[config.mk]
export PLATFORM = sky130hd
export DESIGN_NAME = ahb3lite_cmd_master_flat
export DESIGN_NICKNAME = d
export VERILOG_FILES = /design/src/rtl/ahb3lite_cmd_master_if.sv /design/src/rtl/ahb3lite_cmd_master.sv /design/src/flat_wrapper.sv
export SDC_FILE = /design/constraint.sdc
export NUM_CORES = 1
export LEC_CHECK = 0
export BUFFER_PORTS_ARGS = -buffer_cell sky130_fd_sc_hd__buf_2
export CAP_MARGIN = 25
export CELL_PAD_IN_SITES_DETAIL_PLACEMENT = 1
export CELL_PAD_IN_SITES_GLOBAL_PLACEMENT = 2
export CORE_MARGIN = 1
export CORE_UTILIZATION = 29
export CTS_CLUSTER_SIZE = 20
export DETAILED_ROUTE_END_ITERATION = 10
export PLACE_DENSITY_LB_ADDON = 0.1
export SKIP_LAST_GASP = 1
export SLEW_MARGIN = 20
export SYNTH_ARGS = -nofsm -noshare
export SYNTH_HDL_FRONTEND = slang
export SYNTH_SLANG_ARGS = --single-unit
[constraint.sdc]
create_clock -name HCLK -period 2 [get_ports HCLK]
set_input_delay 0.6 -clock HCLK [delete_from_list [all_inputs] [get_ports HCLK]]
set_output_delay 0.6 -clock HCLK [all_outputs]
set_load 0.05 [all_outputs]
[src/rtl/ahb3lite_cmd_master_if.sv]
// Bundle of the command/response handshake and the AHB3-Lite bus seen by ahb3lite_cmd_master.
// The master modport is the controller's view; the slave modport is the environment's view.
interface ahb3lite_cmd_master_if #(
    parameter int HADDR_SIZE = 16,
    parameter int HDATA_SIZE = 32
);
    logic                  cmd_valid;
    logic                  cmd_ready;
    logic [HADDR_SIZE-1:0] cmd_addr;
    logic                  cmd_write;
    logic [2:0]            cmd_size;
    logic [HDATA_SIZE-1:0] cmd_wdata;

    logic                  rsp_valid;
    logic                  rsp_ready;
    logic [HDATA_SIZE-1:0] rsp_rdata;
    logic                  rsp_err;

    logic                  HSEL;
    logic [HADDR_SIZE-1:0] HADDR;
    logic [HDATA_SIZE-1:0] HWDATA;
    logic                  HWRITE;
    logic [2:0]            HSIZE;
    logic [2:0]            HBURST;
    logic [3:0]            HPROT;
    logic [1:0]            HTRANS;
    logic                  HREADY;
    logic [HDATA_SIZE-1:0] HRDATA;
    logic                  HREADYOUT;
    logic                  HRESP;

    modport master (
        input  cmd_valid, cmd_addr, cmd_write, cmd_size, cmd_wdata, rsp_ready,
        input  HRDATA, HREADYOUT, HRESP,
        output cmd_ready, rsp_valid, rsp_rdata, rsp_err,
        output HSEL, HADDR, HWDATA, HWRITE, HSIZE, HBURST, HPROT, HTRANS, HREADY
    );

    modport slave (
        output cmd_valid, cmd_addr, cmd_write, cmd_size, cmd_wdata, rsp_ready,
        output HRDATA, HREADYOUT, HRESP,
        input  cmd_ready, rsp_valid, rsp_rdata, rsp_err,
        input  HSEL, HADDR, HWDATA, HWRITE, HSIZE, HBURST, HPROT, HTRANS, HREADY
    );
endinterface

[src/rtl/ahb3lite_cmd_master.sv]
// Single-outstanding AHB3-Lite master: turns valid/ready read/write commands into SINGLE NONSEQ
// transfers and returns read data / error status on a valid/ready response port.
module ahb3lite_cmd_master #(
    parameter int HADDR_SIZE = 16,
    parameter int HDATA_SIZE = 32
) (
    input  logic                   HCLK,
    input  logic                   HRESETn,
    ahb3lite_cmd_master_if.master  bus
);
    localparam int MAX_SIZE = $clog2(HDATA_SIZE / 8);

    typedef enum logic [1:0] {IDLE, ADDR, DATA, RESP} state_t;

    state_t                state, state_nx;
    logic                  armed;
    logic                  hsel, hsel_nx;
    logic [1:0]            htrans, htrans_nx;
    logic [HADDR_SIZE-1:0] haddr, haddr_nx;
    logic [HDATA_SIZE-1:0] hwdata, hwdata_nx;
    logic                  hwrite, hwrite_nx;
    logic [2:0]            hsize, hsize_nx;
    logic                  write_q, write_nx;
    logic [HDATA_SIZE-1:0] wdata_q, wdata_nx;
    logic                  rsp_valid, rsp_valid_nx;
    logic [HDATA_SIZE-1:0] rsp_rdata, rsp_rdata_nx;
    logic                  rsp_err, rsp_err_nx;
    logic                  cmd_ready;

    // A command is legal when its size fits the data bus and the address is size-aligned.
    function automatic logic cmd_legal(input logic [HADDR_SIZE-1:0] addr, input logic [2:0] size);
        logic ok;
        ok = (int'(size) <= MAX_SIZE);
        for (int i = 0; i < MAX_SIZE; i++) begin
            if (i < int'(size) && addr[i]) ok = 1'b0;
        end
        return ok;
    endfunction

    // armed keeps cmd_ready low until the first clock edge after reset release.
    assign cmd_ready = armed && (state == IDLE);

    always_comb begin
        state_nx     = state;
        hsel_nx      = hsel;
        htrans_nx    = htrans;
        haddr_nx     = haddr;
        hwdata_nx    = hwdata;
        hwrite_nx    = hwrite;
        hsize_nx     = hsize;
        write_nx     = write_q;
        wdata_nx     = wdata_q;
        rsp_valid_nx = rsp_valid;
        rsp_rdata_nx = rsp_rdata;
        rsp_err_nx   = rsp_err;
        case (state)
            IDLE: begin
                if (cmd_ready && bus.cmd_valid) begin
                    write_nx = bus.cmd_write;
                    wdata_nx = bus.cmd_wdata;
                    if (cmd_legal(bus.cmd_addr, bus.cmd_size)) begin
                        state_nx  = ADDR;
                        hsel_nx   = 1'b1;
                        htrans_nx = 2'b10;
                        haddr_nx  = bus.cmd_addr;
                        hwrite_nx = bus.cmd_write;
                        hsize_nx  = bus.cmd_size;
                    end else begin
                        state_nx     = RESP;
                        rsp_valid_nx = 1'b1;
                        rsp_err_nx   = 1'b1;
                        rsp_rdata_nx = '0;
                    end
                end
            end
            ADDR: begin
                if (bus.HREADYOUT) begin
                    state_nx  = DATA;
                    hsel_nx   = 1'b0;
                    htrans_nx = 2'b00;
                    if (write_q) hwdata_nx = wdata_q;
                end
            end
            DATA: begin
                // Wait states and the first error cycle both keep us here with HWDATA held.
                if (bus.HREADYOUT) begin
                    state_nx     = RESP;
                    rsp_valid_nx = 1'b1;
                    rsp_err_nx   = bus.HRESP;
                    rsp_rdata_nx = (!write_q && !bus.HRESP) ? bus.HRDATA : '0;
                end
            end
            RESP: begin
                if (bus.rsp_ready) begin
                    state_nx     = IDLE;
                    rsp_valid_nx = 1'b0;
                end
            end
            default: state_nx = IDLE;
        endcase
    end

    always_ff @(posedge HCLK or negedge HRESETn) begin
        if (!HRESETn) begin
            state     <= IDLE;
            armed     <= 1'b0;
            hsel      <= 1'b0;
            htrans    <= 2'b00;
            haddr     <= '0;
            hwdata    <= '0;
            hwrite    <= 1'b0;
            hsize     <= 3'b000;
            write_q   <= 1'b0;
            wdata_q   <= '0;
            rsp_valid <= 1'b0;
            rsp_rdata <= '0;
            rsp_err   <= 1'b0;
        end else begin
            state     <= state_nx;
            armed     <= 1'b1;
            hsel      <= hsel_nx;
            htrans    <= htrans_nx;
            haddr     <= haddr_nx;
            hwdata    <= hwdata_nx;
            hwrite    <= hwrite_nx;
            hsize     <= hsize_nx;
            write_q   <= write_nx;
            wdata_q   <= wdata_nx;
            rsp_valid <= rsp_valid_nx;
            rsp_rdata <= rsp_rdata_nx;
            rsp_err   <= rsp_err_nx;
        end
    end

    assign bus.cmd_ready = cmd_ready;
    assign bus.rsp_valid = rsp_valid;
    assign bus.rsp_rdata = rsp_rdata;
    assign bus.rsp_err   = rsp_err;
    assign bus.HSEL      = hsel;
    assign bus.HTRANS    = htrans;
    assign bus.HADDR     = haddr;
    assign bus.HWDATA    = hwdata;
    assign bus.HWRITE    = hwrite;
    assign bus.HSIZE     = hsize;
    assign bus.HBURST    = 3'b000;
    assign bus.HPROT     = 4'b0011;
    assign bus.HREADY    = bus.HREADYOUT;
endmodule

[src/flat_wrapper.sv]
// flat-port wrapper written by rule: the top's interface ports become plain ports
module ahb3lite_cmd_master_flat 
#(
    parameter int HADDR_SIZE = 16,
    parameter int HDATA_SIZE = 32
)
  (HCLK, HRESETn, bus_cmd_valid, bus_cmd_addr, bus_cmd_write, bus_cmd_size, bus_cmd_wdata, bus_rsp_ready, bus_HRDATA, bus_HREADYOUT, bus_HRESP, bus_cmd_ready, bus_rsp_valid, bus_rsp_rdata, bus_rsp_err, bus_HSEL, bus_HADDR, bus_HWDATA, bus_HWRITE, bus_HSIZE, bus_HBURST, bus_HPROT, bus_HTRANS, bus_HREADY);
  ahb3lite_cmd_master_if #(.HADDR_SIZE(HADDR_SIZE), .HDATA_SIZE(HDATA_SIZE)) bus_i ();
  input  logic HCLK;
  input  logic HRESETn;
  input wire logic [$bits(bus_i.cmd_valid)-1:0] bus_cmd_valid;
  input wire logic [$bits(bus_i.cmd_addr)-1:0] bus_cmd_addr;
  input wire logic [$bits(bus_i.cmd_write)-1:0] bus_cmd_write;
  input wire logic [$bits(bus_i.cmd_size)-1:0] bus_cmd_size;
  input wire logic [$bits(bus_i.cmd_wdata)-1:0] bus_cmd_wdata;
  input wire logic [$bits(bus_i.rsp_ready)-1:0] bus_rsp_ready;
  input wire logic [$bits(bus_i.HRDATA)-1:0] bus_HRDATA;
  input wire logic [$bits(bus_i.HREADYOUT)-1:0] bus_HREADYOUT;
  input wire logic [$bits(bus_i.HRESP)-1:0] bus_HRESP;
  output wire logic [$bits(bus_i.cmd_ready)-1:0] bus_cmd_ready;
  output wire logic [$bits(bus_i.rsp_valid)-1:0] bus_rsp_valid;
  output wire logic [$bits(bus_i.rsp_rdata)-1:0] bus_rsp_rdata;
  output wire logic [$bits(bus_i.rsp_err)-1:0] bus_rsp_err;
  output wire logic [$bits(bus_i.HSEL)-1:0] bus_HSEL;
  output wire logic [$bits(bus_i.HADDR)-1:0] bus_HADDR;
  output wire logic [$bits(bus_i.HWDATA)-1:0] bus_HWDATA;
  output wire logic [$bits(bus_i.HWRITE)-1:0] bus_HWRITE;
  output wire logic [$bits(bus_i.HSIZE)-1:0] bus_HSIZE;
  output wire logic [$bits(bus_i.HBURST)-1:0] bus_HBURST;
  output wire logic [$bits(bus_i.HPROT)-1:0] bus_HPROT;
  output wire logic [$bits(bus_i.HTRANS)-1:0] bus_HTRANS;
  output wire logic [$bits(bus_i.HREADY)-1:0] bus_HREADY;
  assign bus_i.cmd_valid = bus_cmd_valid;
  assign bus_i.cmd_addr = bus_cmd_addr;
  assign bus_i.cmd_write = bus_cmd_write;
  assign bus_i.cmd_size = bus_cmd_size;
  assign bus_i.cmd_wdata = bus_cmd_wdata;
  assign bus_i.rsp_ready = bus_rsp_ready;
  assign bus_i.HRDATA = bus_HRDATA;
  assign bus_i.HREADYOUT = bus_HREADYOUT;
  assign bus_i.HRESP = bus_HRESP;
  assign bus_cmd_ready = bus_i.cmd_ready;
  assign bus_rsp_valid = bus_i.rsp_valid;
  assign bus_rsp_rdata = bus_i.rsp_rdata;
  assign bus_rsp_err = bus_i.rsp_err;
  assign bus_HSEL = bus_i.HSEL;
  assign bus_HADDR = bus_i.HADDR;
  assign bus_HWDATA = bus_i.HWDATA;
  assign bus_HWRITE = bus_i.HWRITE;
  assign bus_HSIZE = bus_i.HSIZE;
  assign bus_HBURST = bus_i.HBURST;
  assign bus_HPROT = bus_i.HPROT;
  assign bus_HTRANS = bus_i.HTRANS;
  assign bus_HREADY = bus_i.HREADY;
  ahb3lite_cmd_master #(.HADDR_SIZE(HADDR_SIZE), .HDATA_SIZE(HDATA_SIZE)) u_core (.HCLK(HCLK), .HRESETn(HRESETn), .bus(bus_i));
endmodule
After elaboration in Yosys (flattened, before gate mapping)
Index checks and enable logic that the tools add are counted.
Cells by class
  $lt $le $gt $ge: 3
  eq/ne operators: 9
  multiplexer cells: 30
  reduce and logical (&&, ||, !) cells: 18
Operator list (number)
  $mux 32: 4
  $pmux 32 s2: 1
  $mux 2: 8
  $mux 1: 12
  $ne 2x2->1 const B: 6
  $reduce_and 4->1: 3
  $pmux 2 s4: 1
  $lt 1x3->1 const A: 2
  $reduce_and 3->1: 2
  $logic_and 1x1->1: 5
  $reduce_and 5->1: 1
  $eq 2x2->1 const B: 2
  $pmux 1 s2: 2
  $pmux 2 s2: 1
  $reduce_bool 2->1: 2
  $le 3x2->1 const B: 1
  $pmux 1 s3: 1
  $reduce_bool 3->1: 1
  $eq 2x1->1 const B: 1
  $logic_not 1->1: 2
  $logic_not 2->1: 1
  $reduce_and 2->1: 1
Storage, ports and cells
  flip-flop bits (word level): 125
  input bits: 90
  output and inout port bits: 98
  logic and storage cells: 73

Logic depth before layout (Yosys ltp)
  depth in word-level cells: 9
  depth in mapped cells: 8
  gate-level depth less buffers: 6

Worst setup path after synthesis
Ideal clock, no wire load.
  path kind: input -> register
  start: input port bus_cmd_size[0]
  end: register u_core.haddr[0], in the netlist u_core.bus.HADDR[0]
  library setup time: 0.125 ns
  arrival: 1.858 ns
  data required time: 1.875 ns
  slack: 0.017 ns
  stages on the path: 4
  path buffers: 1
  cells stage by stage: or3_4 > a211oi_2 > buf_4 > mux2_2
On the way
  cells in the longest elaborated chain, start to end: 7
  elaborated cells between the ends (all ways): 10
  those cells by class: order compare: 3; mux: 4; reduce/logical: 3
Ends and longest elaborated chain
  from (decl): line flat_wrapper.sv:14  | input wire logic [$bits(bus_i.cmd_size)-1:0] bus_cmd_size;
  $lt 1x3->1: line ahb3lite_cmd_master.sv:35  | if (i < int'(size) && addr[i]) ok = 1'b0;
  $logic_and 1x1->1: line ahb3lite_cmd_master.sv:35
  $mux 1: line ahb3lite_cmd_master.sv:35
  $mux 1 (*): line ahb3lite_cmd_master.sv:35
  $mux 1 (*): line ahb3lite_cmd_master.sv:58  | if (cmd_ready && bus.cmd_valid) begin
  $mux 1 (*): line ahb3lite_cmd_master.sv:56  | case (state)
  $reduce_and 3->1 (no source line) (*)
  to (signal assigned): line ahb3lite_cmd_master.sv:123  | haddr <= haddr_nx;
  to (decl): line ahb3lite_cmd_master.sv:19  | logic [HADDR_SIZE-1:0] haddr, haddr_nx;
Every way passes the cells marked *; elsewhere a longest branch is shown, timed or not. The select of a mux whose other input is x is not followed.
A chain may end at the register's enable or synchronous reset.

Worst setup path in the final report
  start: register u_core.state[0]
  end: output port bus_cmd_ready
On the way
  cells in the longest elaborated chain, start to end: 2
Ends and longest elaborated chain
  from (decl): line ahb3lite_cmd_master.sv:15  | state_t state, state_nx;
  from (signal assigned): line ahb3lite_cmd_master.sv:119  | state <= state_nx;
  $logic_not 2->1: line ahb3lite_cmd_master.sv:41  | assign cmd_ready = armed && (state == IDLE);
  $logic_and 1x1->1: line ahb3lite_cmd_master.sv:41
  to (decl): line flat_wrapper.sv:20  | output wire logic [$bits(bus_i.cmd_ready)-1:0] bus_cmd_ready;
Every way passes these cells.

==> results.txt <==
initial antenna violation count: 0
Root Buffer: clkbuf_16
Avg Cell Area, Syn: 13.78 µm²
final worst clock skew: 11.12 ps
sequential area share after synthesis: 60.53%
CP Launch Point: u_core.state[0]
Hold WS: 114.0 ps
die area: 18,070 µm²
Post-DP Area: 6334 µm²
number of distinct library cells after synthesis: 29
Clock transition at path regs: 60 ps
fin area: 6994 µm²
Max Buffers Root-to-Sink: 2
crit path to: bus_cmd_ready
Final setup viols: 0
hold buffer count at CTS: 0
CP Max Fanout: 3
total track usage: 14.21%
cell taking the most area after synthesis: dfrtp_1
Syn. warnings: 0
gpl congestion: 0.7275
total power draw: 0.01427 W
Worst R2R End: u_core.state[1]
die height: 134.4 µm
largest net degree at the start of global routing: 48
vias in the first global route: 3,703
Worst EP required: 1400 ps
Synth Cell Area: 5085 µm²
Core ar.: 17,240 µm²
area share of the largest cell type after synthesis: 60.53%
unrepaired setup endpoints after global routing: no
post-synthesis simple-gate area fraction: 3.888%
post-layout min period: 1921 ps
# IOs: 188
CTS sink cnt: 123
mux contribution to synthesized area: 25.32%
Vias: 3,466
CP endpoint kind: output pin
Routed Antenna Nets: 0
Starting Density: 29.50%
Compound-Gate Fraction of Synth Area: 2.387%
worst path arrival time: 1320 ps
max-capacitance violation count: 0
Post-Synth Adder-Cell Area: 1.230%
drt total wl: 12,180 µm
FP Rows: 48
via/cell ratio: 4.284
number of cells on the worst reg-to-reg path: 8
Core Util, Final: 40.58%
Post-synth EDFFs: 0
fin. max-slew vios: 0
Startpoint Class: register
Fmax: 0.5205 GHz
Layout area overhead: 37.55%
Crit Path Class: reg -> out
DR pass1 iterations: 6
Area contributors post-synth: dfrtp_1 61%, mux2_2 17%, mux2i_1 6.5%
FF-to-FF Start: u_core.state[0]
number of DRC markers in iteration 0: 44
CTS tree: yes
leakage power: 3.630 nW
CTS buffer count: 17
Cell Pwr Density: 2041 nW/µm²
Synth Area in XOR/XNOR: 0%
Final Hold Fails: 0
Routed WL per cell: 15.06 µm
ys async rst share: 100.0%
largest family of logic cells by synthesized area: multiplexers
H-tree depth: 4
#FFs+latches synth: 123
IO buf count: 179
Mapped Cells: 369
Skew-Pair Late Insertion Delay: 410 ps
FF-to-FF setup slack: 160 ps
global-route wire length before repair: 19,460 µm
VDD IR max: 0.9592 mV
total gr overflow: 0
min-delay worst type: in -> async
fin crit share: 96.07%
Post-synth top flop: dfrtp_1
Remaining DRCs: 0
final net count: 665
DIE WIDTH: 134.4 µm
hpwl dp: 8825 µm
setup TNS: 0 ps
run status: finished clean
layout cells sized above 1: 55.06%
-- worst min path at each step --
| stage | from | endpoint | cells after the start |
|---|---|---|---|
| 2_1_floorplan | HRESETn | u_core.armed | 0 |
| 3_3_place_gp | u_core.bus.HADDR[5] | u_core.bus.HADDR[5] | 1 |
| 3_5_place_dp | u_core.bus.HSIZE[1] | u_core.bus.HSIZE[1] | 1 |
| 4_1_cts | HRESETn | u_core.bus.HADDR[12] | 1 |
| 5_1_grt | HRESETn | u_core.bus.HADDR[3] | 1 |
| 6_report | HRESETn | u_core.bus.HADDR[3] | 1 |
-- layout by cell type (no fill, tap or decap), types with 2 or more instances in the layout --
master,synthesis,layout
clkbuf_16,0,17
clkbuf_1,8,2
clkbuf_8,0,3
inv_1,38,36
clkinv_2,0,2
clkinv_4,0,2
clkinvlp_4,0,3
dfrtp_1,123,123
bufinv_16,0,3
inv_2,0,2
nor2_1,4,4
buf_2,0,177
a21oi_1,2,2
ha_1,5,4
nand2_1,33,33
buf_4,12,16
conb_1,2,9
mux2i_1,33,33
nand3_2,0,2
mux2_2,78,78
buf_12,3,6
nor2b_1,4,3
mux2_1,7,7
-- cell usage after synthesis (2+ instances only) --
cell      instances
dfrtp_1         123
mux2_2           78
inv_1            38
mux2i_1          33
nand2_1          33
buf_4            12
clkbuf_1          8
mux2_1            7
ha_1              5
nor2_1            4
nor2b_1           4
buf_12            3
a21oi_1           2
buf_1             2
conb_1            2
nand3_1           2
-- power by group --
part	total, W	switching [W]	internal, W
combinational	0.00682	0.00468	0.00213
clock	0.00317	0.00111	0.00206
sequential	0.00429	0.000585	0.00370
total	0.0143	0.00638	0.00789
-- stage by stage --
step | setup slack (ps) | cells
floorplan | 17.41 | 376
global placement | -130.3 | 773
detailed placement | -175.9 | 773
CTS | 36.56 | 807
global route | 3.220 | 808
finish | 78.69 | 809
-- cells by family (layout without fill, tap and decap cells) --
logic type,after synthesis,in the layout
other cells,2,10
simple gates,46,46
buf+inv,63,270
compound gates,12,12
mux,118,118
flops,123,123
fa+ha+maj,5,5
-- flip-flops by register name, indices dropped and copies added, names as in the netlist --
signal / flops
u_core.bus.rsp_err: 1
u_core.bus.HSIZE: 3
u_core.bus.rsp_valid: 1
u_core.bus.HWDATA: 32
u_core.bus.rsp_rdata: 32
u_core.bus.HWRITE: 1
u_core.bus.HTRANS: 1
u_core.bus.HADDR: 16
u_core.wdata_q: 32
u_core.state: 2
u_core.armed: 1
u_core.write_q: 1
-- routing by layer --
layer  wire [µm]  up-vias  GRT usage (%)
met4         194        0          6.554
met5           0        -              0
li1            -     1615              -
met1        5283     1724          17.42
met2        5812      116          22.34
met3         890       11          5.064
-- cell type report --
| type | instances | area [µm²] |
|---|---|---|
| timing repair buffer | 200 | 1137 |
| multi-input combinational | 190 | 1738 |
| clock inverter | 10 | 140.1 |
| fill | 1863 | 10240 |
| inverter | 38 | 142.6 |
| antenna | 1 | 2.502 |
| tap | 225 | 281.5 |
| clock buffer | 22 | 474.2 |
| sequential | 123 | 3078 |
-- repair_timing --
| item | CTS | global route |
|---|---|---|
| pin swaps | 1 | 0 |
| gates resized for setup | 6 | 1 |
| setup buffers | 2 | 1 |
| endpoints found under the setup margin | 1 | 2 |
| cloned | 0 | 0 |
-- critical path, cell delays in order (launching register included) --
cell and delay [ps]:
dfrtp_1 410, inv_2 90, ha_4 130, and2_4 130, buf_6 150
Note: power is estimated with default switching activity, not from simulation.
